<file path="src/rtl/jtframe_nvram_dump.sv">
// Serves io-controller NVRAM byte reads from a 16-bit game RAM port, with a one-deep request slot.
// Define JTFRAME_NVRAM_CACHE_EN to add a one-word read cache that short-cuts repeated word reads.
module jtframe_nvram_dump #(
   parameter int         AW   = 13,
   parameter logic [7:0] FILL = 8'hFF
)(
   input  logic          clk,
   input  logic          rst,
   input  logic          ioctl_ram,
   input  logic [24:0]   ioctl_addr,
   input  logic          ioctl_rd,
   output logic [7:0]    ioctl_data2sd,
   output logic          dump_ok,
   output logic          dump_ovf,
   output logic [AW-2:0] ram_addr,
   output logic          ram_rd,
   input  logic          ram_ack,
   input  logic          ram_dok,
   input  logic [15:0]   ram_din
);

   typedef enum logic [1:0] {ST_IDLE, ST_REQ, ST_WAIT, ST_SERVE} state_t;

   state_t        state_q, state_d;
   logic [7:0]    data_q, data_d;
   logic          ok_q, ok_d;
   logic          ovf_q, ovf_d;
   logic [AW-2:0] raddr_q, raddr_d;
   logic          rd_q, rd_d;
   logic          bsel_q, bsel_d;
   logic          pend_q, pend_d;
   logic [24:0]   pend_addr_q, pend_addr_d;
   logic          ram_en_q;

   logic          strobe_s;
   logic          busy_s;
   logic          take_s;
   logic [24:0]   take_addr_s;
   logic          oor_s;
   logic          drop_s;

`ifdef JTFRAME_NVRAM_CACHE_EN
   logic          cvalid_q, cvalid_d;
   logic [AW-2:0] ctag_q, ctag_d;
   logic [15:0]   cdata_q, cdata_d;
   logic          hit_s;
`endif

   assign strobe_s    = ioctl_rd & ioctl_ram;
   assign busy_s      = (state_q != ST_IDLE);
   // A waiting entry always wins over a strobe arriving in the same IDLE cycle
   assign take_s      = pend_q | strobe_s;
   assign take_addr_s = pend_q ? pend_addr_q : ioctl_addr;
   assign oor_s       = (take_addr_s >> AW) != 25'd0;
   assign drop_s      = busy_s & strobe_s & pend_q;

`ifdef JTFRAME_NVRAM_CACHE_EN
   assign hit_s = cvalid_q && (ctag_q == take_addr_s[AW-1:1]);
`endif

   // Pending slot: refilled in IDLE only when the old entry is consumed alongside a new strobe
   always_comb begin
      pend_d      = pend_q;
      pend_addr_d = pend_addr_q;
      if (!ioctl_ram) begin
         pend_d = 1'b0;
      end else if (state_q == ST_IDLE) begin
         pend_d      = pend_q & strobe_s;
         pend_addr_d = (pend_q & strobe_s) ? ioctl_addr : pend_addr_q;
      end else if (strobe_s && !pend_q) begin
         pend_d      = 1'b1;
         pend_addr_d = ioctl_addr;
      end else begin
         pend_d      = pend_q;
         pend_addr_d = pend_addr_q;
      end
   end

   // Main transaction FSM next-state and output values
   always_comb begin
      state_d = state_q;
      data_d  = data_q;
      ok_d    = 1'b0;
      ovf_d   = ovf_q;
      raddr_d = raddr_q;
      rd_d    = rd_q;
      bsel_d  = bsel_q;
      if (!ioctl_ram) begin
         state_d = ST_IDLE;
         rd_d    = 1'b0;
         ovf_d   = 1'b0;
      end else begin
         ovf_d = (ram_en_q ? ovf_q : 1'b0) | drop_s;
         case (state_q)
            ST_IDLE: begin
               if (take_s) begin
                  if (oor_s) begin
                     data_d  = FILL;
                     state_d = ST_SERVE;
                  end
`ifdef JTFRAME_NVRAM_CACHE_EN
                  else if (hit_s) begin
                     data_d  = take_addr_s[0] ? cdata_q[15:8] : cdata_q[7:0];
                     state_d = ST_SERVE;
                  end
`endif
                  else begin
                     raddr_d = take_addr_s[AW-1:1];
                     bsel_d  = take_addr_s[0];
                     rd_d    = 1'b1;
                     state_d = ST_REQ;
                  end
               end else begin
                  state_d = ST_IDLE;
               end
            end
            ST_REQ: begin
               if (ram_ack) begin
                  rd_d    = 1'b0;
                  state_d = ST_WAIT;
               end else begin
                  rd_d    = 1'b1;
               end
            end
            ST_WAIT: begin
               if (ram_dok) begin
                  data_d  = bsel_q ? ram_din[15:8] : ram_din[7:0];
                  state_d = ST_SERVE;
               end else begin
                  state_d = ST_WAIT;
               end
            end
            ST_SERVE: begin
               ok_d    = 1'b1;
               state_d = ST_IDLE;
            end
            default: begin
               rd_d    = 1'b0;
               state_d = ST_IDLE;
            end
         endcase
      end
   end

`ifdef JTFRAME_NVRAM_CACHE_EN
   // Cache refills from every accepted RAM word and forgets it on any upload start or stop
   always_comb begin
      cvalid_d = cvalid_q;
      ctag_d   = ctag_q;
      cdata_d  = cdata_q;
      if (ioctl_ram != ram_en_q) begin
         cvalid_d = 1'b0;
      end else if (ioctl_ram && state_q == ST_WAIT && ram_dok) begin
         cvalid_d = 1'b1;
         ctag_d   = raddr_q;
         cdata_d  = ram_din;
      end else begin
         cvalid_d = cvalid_q;
      end
   end
`endif

   // State and output registers
   always_ff @(posedge clk) begin
      if (rst) begin
         state_q     <= ST_IDLE;
         data_q      <= 8'h00;
         ok_q        <= 1'b0;
         ovf_q       <= 1'b0;
         raddr_q     <= '0;
         rd_q        <= 1'b0;
         bsel_q      <= 1'b0;
         pend_q      <= 1'b0;
         pend_addr_q <= 25'd0;
         ram_en_q    <= 1'b0;
`ifdef JTFRAME_NVRAM_CACHE_EN
         cvalid_q    <= 1'b0;
         ctag_q      <= '0;
         cdata_q     <= 16'h0000;
`endif
      end else begin
         state_q     <= state_d;
         data_q      <= data_d;
         ok_q        <= ok_d;
         ovf_q       <= ovf_d;
         raddr_q     <= raddr_d;
         rd_q        <= rd_d;
         bsel_q      <= bsel_d;
         pend_q      <= pend_d;
         pend_addr_q <= pend_addr_d;
         ram_en_q    <= ioctl_ram;
`ifdef JTFRAME_NVRAM_CACHE_EN
         cvalid_q    <= cvalid_d;
         ctag_q      <= ctag_d;
         cdata_q     <= cdata_d;
`endif
      end
   end

   assign ioctl_data2sd = data_q;
   assign dump_ok       = ok_q;
   assign dump_ovf      = ovf_q;
   assign ram_addr      = raddr_q;
   assign ram_rd        = rd_q;

endmodule
</file>
<file path="config.mk">
export PLATFORM = sky130hd
export DESIGN_NAME = jtframe_nvram_dump
export DESIGN_NICKNAME = d
export VERILOG_FILES = /design/src/rtl/jtframe_nvram_dump.sv
export SDC_FILE = /design/constraint.sdc
export NUM_CORES = 1
export LEC_CHECK = 0
export CAP_MARGIN = 20
export CORE_MARGIN = 2
export CORE_UTILIZATION = 40
export DETAILED_ROUTE_END_ITERATION = 8
export HOLD_SLACK_MARGIN = 0.02
export PLACE_DENSITY_LB_ADDON = 0.08
export SETUP_SLACK_MARGIN = 0.1
export SYNTH_ARGS = -nofsm -noshare
export SYNTH_HDL_FRONTEND = slang
export SYNTH_SLANG_ARGS = --single-unit
export TNS_END_PERCENT = 1
</file>
<file path="constraint.sdc">
create_clock -name clk -period 2.9 [get_ports clk]
set_input_delay 0.58 -clock clk [delete_from_list [all_inputs] [get_ports clk]]
set_output_delay 0.58 -clock clk [all_outputs]
set_load 0.03 [all_outputs]
</file>
==> flow_summary.toml, run 1 <==
[layout]
nNetsFinal = 379
diodes = 0
postLayoutCoreUtil = 0.574
layout_common_cells = "clkdlybuf4s50_1, nand2_1, dfxtp_1"
nFillCells = 537
finalNonFillerCells = 400
syn_to_final_growth_pct = 36.9
drive_above_1_share = 0.0793
mostFrequentLayoutCell = "clkdlybuf4s50_1"

[critical_path]
cp_top_family = "buffers and inverters"
crit_buf_inv = 2
path_cells = "clkdlybuf4s50_1 > nor4_4 > nand4_2 > a211oi_4 > buf_12 > nor2_1 > a211oi_1"
regToRegStartpoint = "state_q[0]"
path_class = "in2reg"
cpPeakStageDelay_ns = 0.47
crit_slowest_cell = "clkdlybuf4s50_1"
critPathLaunch = "ioctl_addr[19]"
cp-start-kind = "input pin"
cp_data_required_time_ns = 3.12
endpoint_kind = "register"
path_max_fanout = 26
arrival_ns = 2.37

[synthesis]
async_flop_share = 0
avgSynthCellArea_um2 = 8.93
syn_nets = 314
yosysWarnings = 0
ys_ff_latch = 53
synth-edff-count = 0
synthCells = 262
syn_area_um2 = 2340
synth_flop_cell = "dfxtp_1"
seq_area_frac_synth = 0.454
synthDistinctLibCells = 33

[power_and_ir_drop]
peakVddDrop_v = 0.000270
p_leak_nw = 1.06
power_density_nw_per_um2 = 457

[global_routing]
antenna_found_initial = 0
grt_max_degree = 31
grt_use_total = 0.160
grt_pass1_wl_um = 8140
first_global_vias = 1906
grt.overflow.total = 0

[cts]
cts_sinks = 53
cts_made_buffers = 5
path_clk_slew_ns = 0.09
cts_tree = "done"
root_buffer = "clkbuf_8"
cts-htree-levels = 2
cts.repair.resized = 0
cts_setup_buffers = 0
insertion_delay_ns = 0.30
cts.path.max_buffers = 2
ctsHoldBuffers = 0

[route]
top_layer_used = "met4"
num_vias = 1989
remaining_drc_errors = 0
met2_length_um = 2140
first_pass_iters = 4
met1_length_um = 2360
route.met3.wl_um = 398
totalWireLength_um = 4990
drt-initial-drc-count = 49
wl_per_cell_um = 12.5
viasPerCell = 4.97
ant_nets = 0

[worst_hold_path]
hold_start = "pend_addr_q[1]"
hp-class = "reg2reg"

[placed_design]
pre_cts_ws_ns = 0.391
port_buffers = 69
dp_hpwl_um = 3600
globalplace.congestion = 0.786
dp.cells = 392

[floorplan]
coreArea_um2 = 5570
rows = 27
initial_utilization = 0.420
die_area_um2 = 6470
die_w_um = 80.5
top_level_ports = 70
die_h_um = 80.5

[sta]
skew_ns = 0.00788
slew_headroom = 0.662
rsz0062_at_grt = "no"
period_needed_ns = 2.15
drv_slew = 0
fin_ws_ns = 0.745
post-route-period-util = 0.743
holdWs_ns = 0.456
worst_pin_slew_ns = 0.506
fmax_mhz = 464
setup_tns_ns = 0
finalHoldViolCount = 0
finalSetupViolCount = 0

[run_status]
status = "completed"

[job]
drv_cap = 0
==> sequential cells by signal, summed over array words and instances, names as in the netlist <==
name and flops:
bsel_q 1, pend_addr_q 25, dump_ok 1, dump_ovf 1, pend_q 1, ram_addr 12, ram_en_q 1, ioctl_data2sd 8
state_q 2, ram_rd 1
==> tightest hold or removal path, delay by kind of cell, from the launching register on <==
kind               cells  cell delay (ns)
AOI/OAI and AO/OA      1             0.05
DFF                    1             0.31
and+or+nand+nor        1             0.05
==> synth_stat cells, drive strengths merged, types with 4 or more instances <==
library cell / n / area (um2)
nand4: 4 / 31.3
mux2i: 22 / 220
o21ai: 4 / 20.0
buf: 5 / 38.8
inv: 13 / 48.8
a21oi: 29 / 145
clkbuf: 11 / 41.3
a211oi: 15 / 160
nand2: 56 / 210
nor2: 17 / 63.8
dfxtp: 53 / 1060
a221oi: 8 / 70.1
ha: 5 / 62.6
==> report_power, final <==
group          switching (mW)  internal (mW)  total, mW  leakage (nW)
sequential            0.00927          0.746      0.755         0.429
combinational          0.0929          0.103      0.196         0.573
clock                   0.229          0.282      0.510        0.0585
total                   0.331           1.13       1.46          1.06
==> final timing paths <==
kind	endpoint	depth (start not counted)	slack, ns
worst min register to register	pend_addr_q[1]	2	0.46
worst max-delay path	ram_addr[1]	7	0.75
worst min-delay path	pend_addr_q[1]	2	0.46
worst max register to register	ioctl_data2sd[7]	6	1.12
==> layout make-up <==
type / instances / area (um2) / area share
clock buffers: 7 / 86.3 / 0.0270
clock inverters: 1 / 30.0 / 0.00938
inverters: 13 / 48.8 / 0.0152
multi-input cells: 180 / 1150 / 0.359
flip-flops and latches: 53 / 1060 / 0.332
well taps: 72 / 90.1 / 0.0281
repair buffers: 74 / 736 / 0.230
==> logic make-up (layout without fill, tap and decap cells) <==
| kind of cell | after synthesis | count (layout) | synth area share |
|---|---|---|---|
| AOI/OAI and AO/OA | 61 | 61 | 0.184 |
| xor gates and xnor gates | 1 | 1 | 0.00375 |
| adders and majority gates | 5 | 5 | 0.0268 |
| buffers and inverters | 29 | 95 | 0.0551 |
| DFF | 53 | 53 | 0.454 |
| muxes | 22 | 22 | 0.0942 |
| and+or+nand+nor | 91 | 91 | 0.182 |
==> metrics by stage <==
stage / instance area (um2) / total power, mW
after floorplan: 2340 / 0.864
after CTS: 3200 / 1.48
after global placement: 3080 / 0.968
after detailed placement: 3080 / 0.970
after global routing: 3200 / 1.53
final: 3200 / 1.46
==> layer usage <==
layer | GRT usage | vias up
met5 | 0 | -
met4 | 0.0559 | 0
met3 | 0.0483 | 8
met2 | 0.273 | 58
met1 | 0.189 | 892
li1 | - | 1031
(Power assumes the default switching activity.)
==> inputs of run 2 (changes only) <==
==> constraint.sdc (replaced) <==
create_clock -name clk -period 2.05 [get_ports clk]
set_input_delay 0.41 -clock clk [delete_from_list [all_inputs] [get_ports clk]]
set_output_delay 0.41 -clock clk [all_outputs]
set_load 0.03 [all_outputs]
==> flow_summary.toml, run 2 (same netlist as run 1, synthesis figures left out) <==
[placed_design]
port_buffers = 69
dp_hpwl_um = 3610
placed_cell_area_um2 = 3130
globalplace.congestion = 0.742

[sta]
setup_tns_ns = 0
slew_headroom = 0.638
period_needed_ns = 1.94
post-route-period-util = 0.948
rsz0062_at_grt = "yes"
finalSetupViolCount = 0
worst_pin_slew_ns = 0.543
fmax_mhz = 515
drv_slew = 0
skew_ns = 0.0104
finalHoldViolCount = 0

[cts]
cts.path.max_buffers = 2
cts_sinks = 53
root_buffer = "clkbuf_8"
insertion_delay_ns = 0.31
cts_tree = "done"
cts_made_buffers = 5
cts-htree-levels = 2
path_clk_slew_ns = 0.10

[power_and_ir_drop]
pwr-share-comb = 0.150
power.internal_mw = 1.45
power_density_nw_per_um2 = 579
peakVddDrop_v = 0.000326
seq_power_share = 0.546
p_leak_nw = 1.16
switchingPower_uw = 503
p_clk_frac = 0.304
p_sw_frac = 0.257

[global_routing]
grt.overflow.total = 0
grt_max_degree = 47
first_global_vias = 1837
grt_use_total = 0.165
grt_pass1_wl_um = 8280
antenna_found_initial = 0

[route]
first_pass_iters = 4
totalWireLength_um = 5530
drt-initial-drc-count = 86
remaining_drc_errors = 0
wl_per_cell_um = 13.5
viasPerCell = 5.06
ant_nets = 0
num_vias = 2080

[critical_path]
rrSetupSlack_ns = 0.27
reg2reg_depth = 7
cp-start-kind = "input pin"
path_class = "in2reg"
worstSetupEndpoint = "ram_addr[2]"
arrival_ns = 2.12
cp_data_required_time_ns = 2.22
reg2reg_to = "ram_addr[2]"
regToRegStartpoint = "pend_q"
path_max_fanout = 7
critPathLaunch = "ioctl_addr[15]"
endpoint_kind = "register"

[layout]
largest_reg_flops = 25
nNetsFinal = 390
nFillCells = 542
top_register = "pend_addr_q"
mostFrequentLayoutCell = "clkdlybuf4s50_1"
diodes = 0
seqCellArea_um2 = 1060
postLayoutCoreUtil = 0.606
finalInstanceArea_um2 = 3380
multi_input_area_um2 = 1200
syn_to_final_growth_pct = 44.4
layout_common_cells = "clkdlybuf4s50_1, nand2_1, dfxtp_1"
drive_above_1_share = 0.130

[floorplan]
die_w_um = 80.5
rows = 27
top_level_ports = 70
die_h_um = 80.5
initial_utilization = 0.420
coreArea_um2 = 5570
die_area_um2 = 6470

[job]
drv_cap = 0

[run_status]
status = "completed"

[worst_hold_path]
hp-class = "in2reg"
[run 2: through the flow]
step	setup slack (ns)	hold slack [ns]	power (mW)	std cells
after floorplan	0.307	0.426	1.22	262
after global placement	-0.270	0.442	1.38	397
after detailed placement	-0.294	0.447	1.38	397
after CTS	0.0812	0.460	1.97	405
after global routing	0.0854	0.408	2.04	411
final	0.107	0.406	1.96	411
[run 2: power by group through the flow]
stage	Clock (mW)	Sequential, mW	Combinational, mW
final	0.595	1.07	0.292
after floorplan	0	1.12	0.103
after CTS	0.616	1.07	0.288
after global routing	0.653	1.07	0.317
after detailed placement	0	1.09	0.286
after global placement	0	1.09	0.285
[run 2: how the worst min path moves through the flow]
stage | startpoint | endpoint | slack, ns | cells after the start
floorplan | ram_en_q | dump_ovf | 0.43 | 2
global placement | pend_addr_q[0] | pend_addr_q[0] | 0.44 | 2
detailed placement | ram_en_q | dump_ovf | 0.45 | 2
CTS | ram_en_q | dump_ovf | 0.46 | 2
global route | ioctl_addr[20] | pend_addr_q[20] | 0.41 | 3
finish | ioctl_addr[20] | pend_addr_q[20] | 0.41 | 3
[run 2: repair_timing]
item / CTS / global route
pin swaps: 2 / 7
buffers inserted: 0 / 3
hold buffers: 0 / 0
setup endpoints to repair: 17 / 22
resized for setup: 1 / 14
cloned: 0 / 3
[run 2: area by class of cell]
cell class | count | area share
Clock buffer | 6 | 0.0215
Clock inverter | 2 | 0.00408
Inverter | 13 | 0.0145
Multi-Input combinational cell | 180 | 0.356
Sequential cell | 53 | 0.314
Tap cell | 72 | 0.0267
Timing Repair Buffer | 85 | 0.263
[run 2: routing by layer]
metal | wire [um] | global-route usage
met1 | 2580 | 0.207
met5 | 0 | 0
met4 | 82 | 0.0610
met2 | 2500 | 0.273
met3 | 374 | 0.0404
[run 2: worst max-delay path, cell delays in order]
cell	delay, ns
clkdlybuf4s50_1	0.46
nor4_4	0.29
nand4_4	0.18
a211oi_4	0.28
buf_6	0.16
buf_6	0.12
clkbuf_16	0.15
a211oi_1	0.07
==> inputs of run 3 (changes only) <==
--- a/config.mk
+++ b/config.mk
@@ -11,7 +11,6 @@
 export DETAILED_ROUTE_END_ITERATION = 8
 export HOLD_SLACK_MARGIN = 0.02
 export PLACE_DENSITY_LB_ADDON = 0.08
-export SETUP_SLACK_MARGIN = 0.1
 export SYNTH_ARGS = -nofsm -noshare
 export SYNTH_HDL_FRONTEND = slang
 export SYNTH_SLANG_ARGS = --single-unit
==> flow_summary.toml, run 3 (same netlist as run 1, synthesis figures left out) <==
[run_status]
status = "completed"

[sta]
holdWs_ns = 0.455
slew_headroom = 0.649
post-route-period-util = 0.958
skew_ns = 0.0108
drv_slew = 0
fmax_mhz = 509
period_needed_ns = 1.96
finalHoldViolCount = 0
worst_pin_slew_ns = 0.526
finalSetupViolCount = 0

[global_routing]
grt.overflow.total = 0
grt_max_degree = 47
grt_use_total = 0.164
antenna_found_initial = 0
first_global_vias = 1827
grt_pass1_wl_um = 8230

[critical_path]
cp_data_required_time_ns = 2.23
cp-start-kind = "input pin"
rrSetupSlack_ns = 0.13
regToRegStartpoint = "pend_q"
reg2reg_to = "ram_addr[2]"
path_cells = "clkdlybuf4s50_1 > nor4_4 > nand4_2 > a211oi_4 > buf_4 > clkbuf_16 > a211oi_1"
path_class = "in2reg"
path_max_fanout = 13
reg2reg_depth = 6
endpoint_kind = "register"
arrival_ns = 2.14
crit_slowest_cell = "clkdlybuf4s50_1"
cpPeakStageDelay_ns = 0.45

[floorplan]
initial_utilization = 0.420
die_area_um2 = 6470
coreArea_um2 = 5570
top_level_ports = 70
die_h_um = 80.5
die_w_um = 80.5
rows = 27

[cts]
cts_sinks = 53
cts.path.max_buffers = 2
insertion_delay_ns = 0.32
cts_made_buffers = 5
root_buffer = "clkbuf_8"
cts-htree-levels = 2
cts_tree = "done"
path_clk_slew_ns = 0.09

[placed_design]
port_buffers = 69
placed_cell_area_um2 = 3130
globalplace.congestion = 0.742
dp_hpwl_um = 3610

[route]
ant_nets = 0
drt-initial-drc-count = 79
first_pass_iters = 4
wl_per_cell_um = 12.9
num_vias = 2022
remaining_drc_errors = 0
totalWireLength_um = 5250
viasPerCell = 4.97

[power_and_ir_drop]
power_density_nw_per_um2 = 598
p_leak_nw = 1.09
peakVddDrop_v = 0.000341

[worst_hold_path]
min_to = "dump_ovf"
hp-class = "reg2reg"
holdPathStages = 2
hold_start = "ram_en_q"

[layout]
seqCellArea_um2 = 1060
nFillCells = 568
top_register = "pend_addr_q"
multi_input_area_um2 = 1150
nNetsFinal = 386
postLayoutCoreUtil = 0.585
syn_to_final_growth_pct = 39.4
layout_common_cells = "clkdlybuf4s50_1, nand2_1, dfxtp_1"
drive_above_1_share = 0.101
finalInstanceArea_um2 = 3260
diodes = 0
mostFrequentLayoutCell = "clkdlybuf4s50_1"
largest_reg_flops = 25

[job]
drv_cap = 0
==> run 3: cell count changes in the layout (fill, tap and decap cells not counted), sizes merged <==
| cell | before | now |
|---|---|---|
| dlymetal6s2s | 4 | 0 |
| buf | 15 | 12 |
| clkdlybuf4s50 | 64 | 68 |
| clkbuf | 8 | 7 |
==> run 3: worst max-delay path by stage <==
| stage | start | slack [ns] | to |
|---|---|---|---|
| finish | ioctl_addr[20] | 0.09 | ram_addr[2] |
| floorplan | ioctl_addr[13] | 0.31 | ram_addr[10] |
| CTS | ioctl_addr[19] | 0.04 | ram_addr[2] |
| global route | ioctl_addr[16] | -0.002 | ram_addr[1] |
| global placement | ioctl_addr[19] | -0.27 | ioctl_data2sd[5] |
| detailed placement | ioctl_addr[19] | -0.29 | ram_addr[2] |
==> run 3: what timing repair did <==
action / in CTS / in global routing
setup buffers: 0 / 1
gates resized for setup: 0 / 1
hold endpoints to repair: 0 / 0
hold buffers: 0 / 0
setup endpoints to repair: 0 / 17
==> run 3: metal layers <==
metal	GRT usage	routed length (um)
met1	0.207	2520
met2	0.270	2310
met3	0.0404	338
met4	0.0610	82
met5	0	0
==> run 3: critical path, delay by kind of cell <==
family	cells	cell delay, ns
compound gates	2	0.40
buf+inv	3	0.78
simple gates	2	0.54
==> run 3: report_power, final <==
group	switching, mW	internal (mW)	leakage, nW
registers	0.0131	1.06	0.429
clock network	0.351	0.244	0.0456
logic	0.133	0.153	0.615
==> run 3: stage by stage <==
step	total power, mW	worst slack [ns]	TNS [ns]	std cells
after floorplan	1.22	0.307	0	262
after global placement	1.38	-0.270	-5.50	397
after detailed placement	1.38	-0.294	-5.77	397
after CTS	1.97	0.0414	0	405
after global routing	2.03	-0.00152	-0.00152	407
final	1.95	0.0860	0	407
==> run 3: layout make-up <==
| cell class | instances | share of cell area |
|---|---|---|
| multi-input combinational | 180 | 0.354 |
| sequential | 53 | 0.326 |
| clock inverter | 2 | 0.00422 |
| inverter | 13 | 0.0150 |
| tap | 72 | 0.0276 |
| timing repair buffer | 81 | 0.251 |
| clock buffer | 6 | 0.0223 |
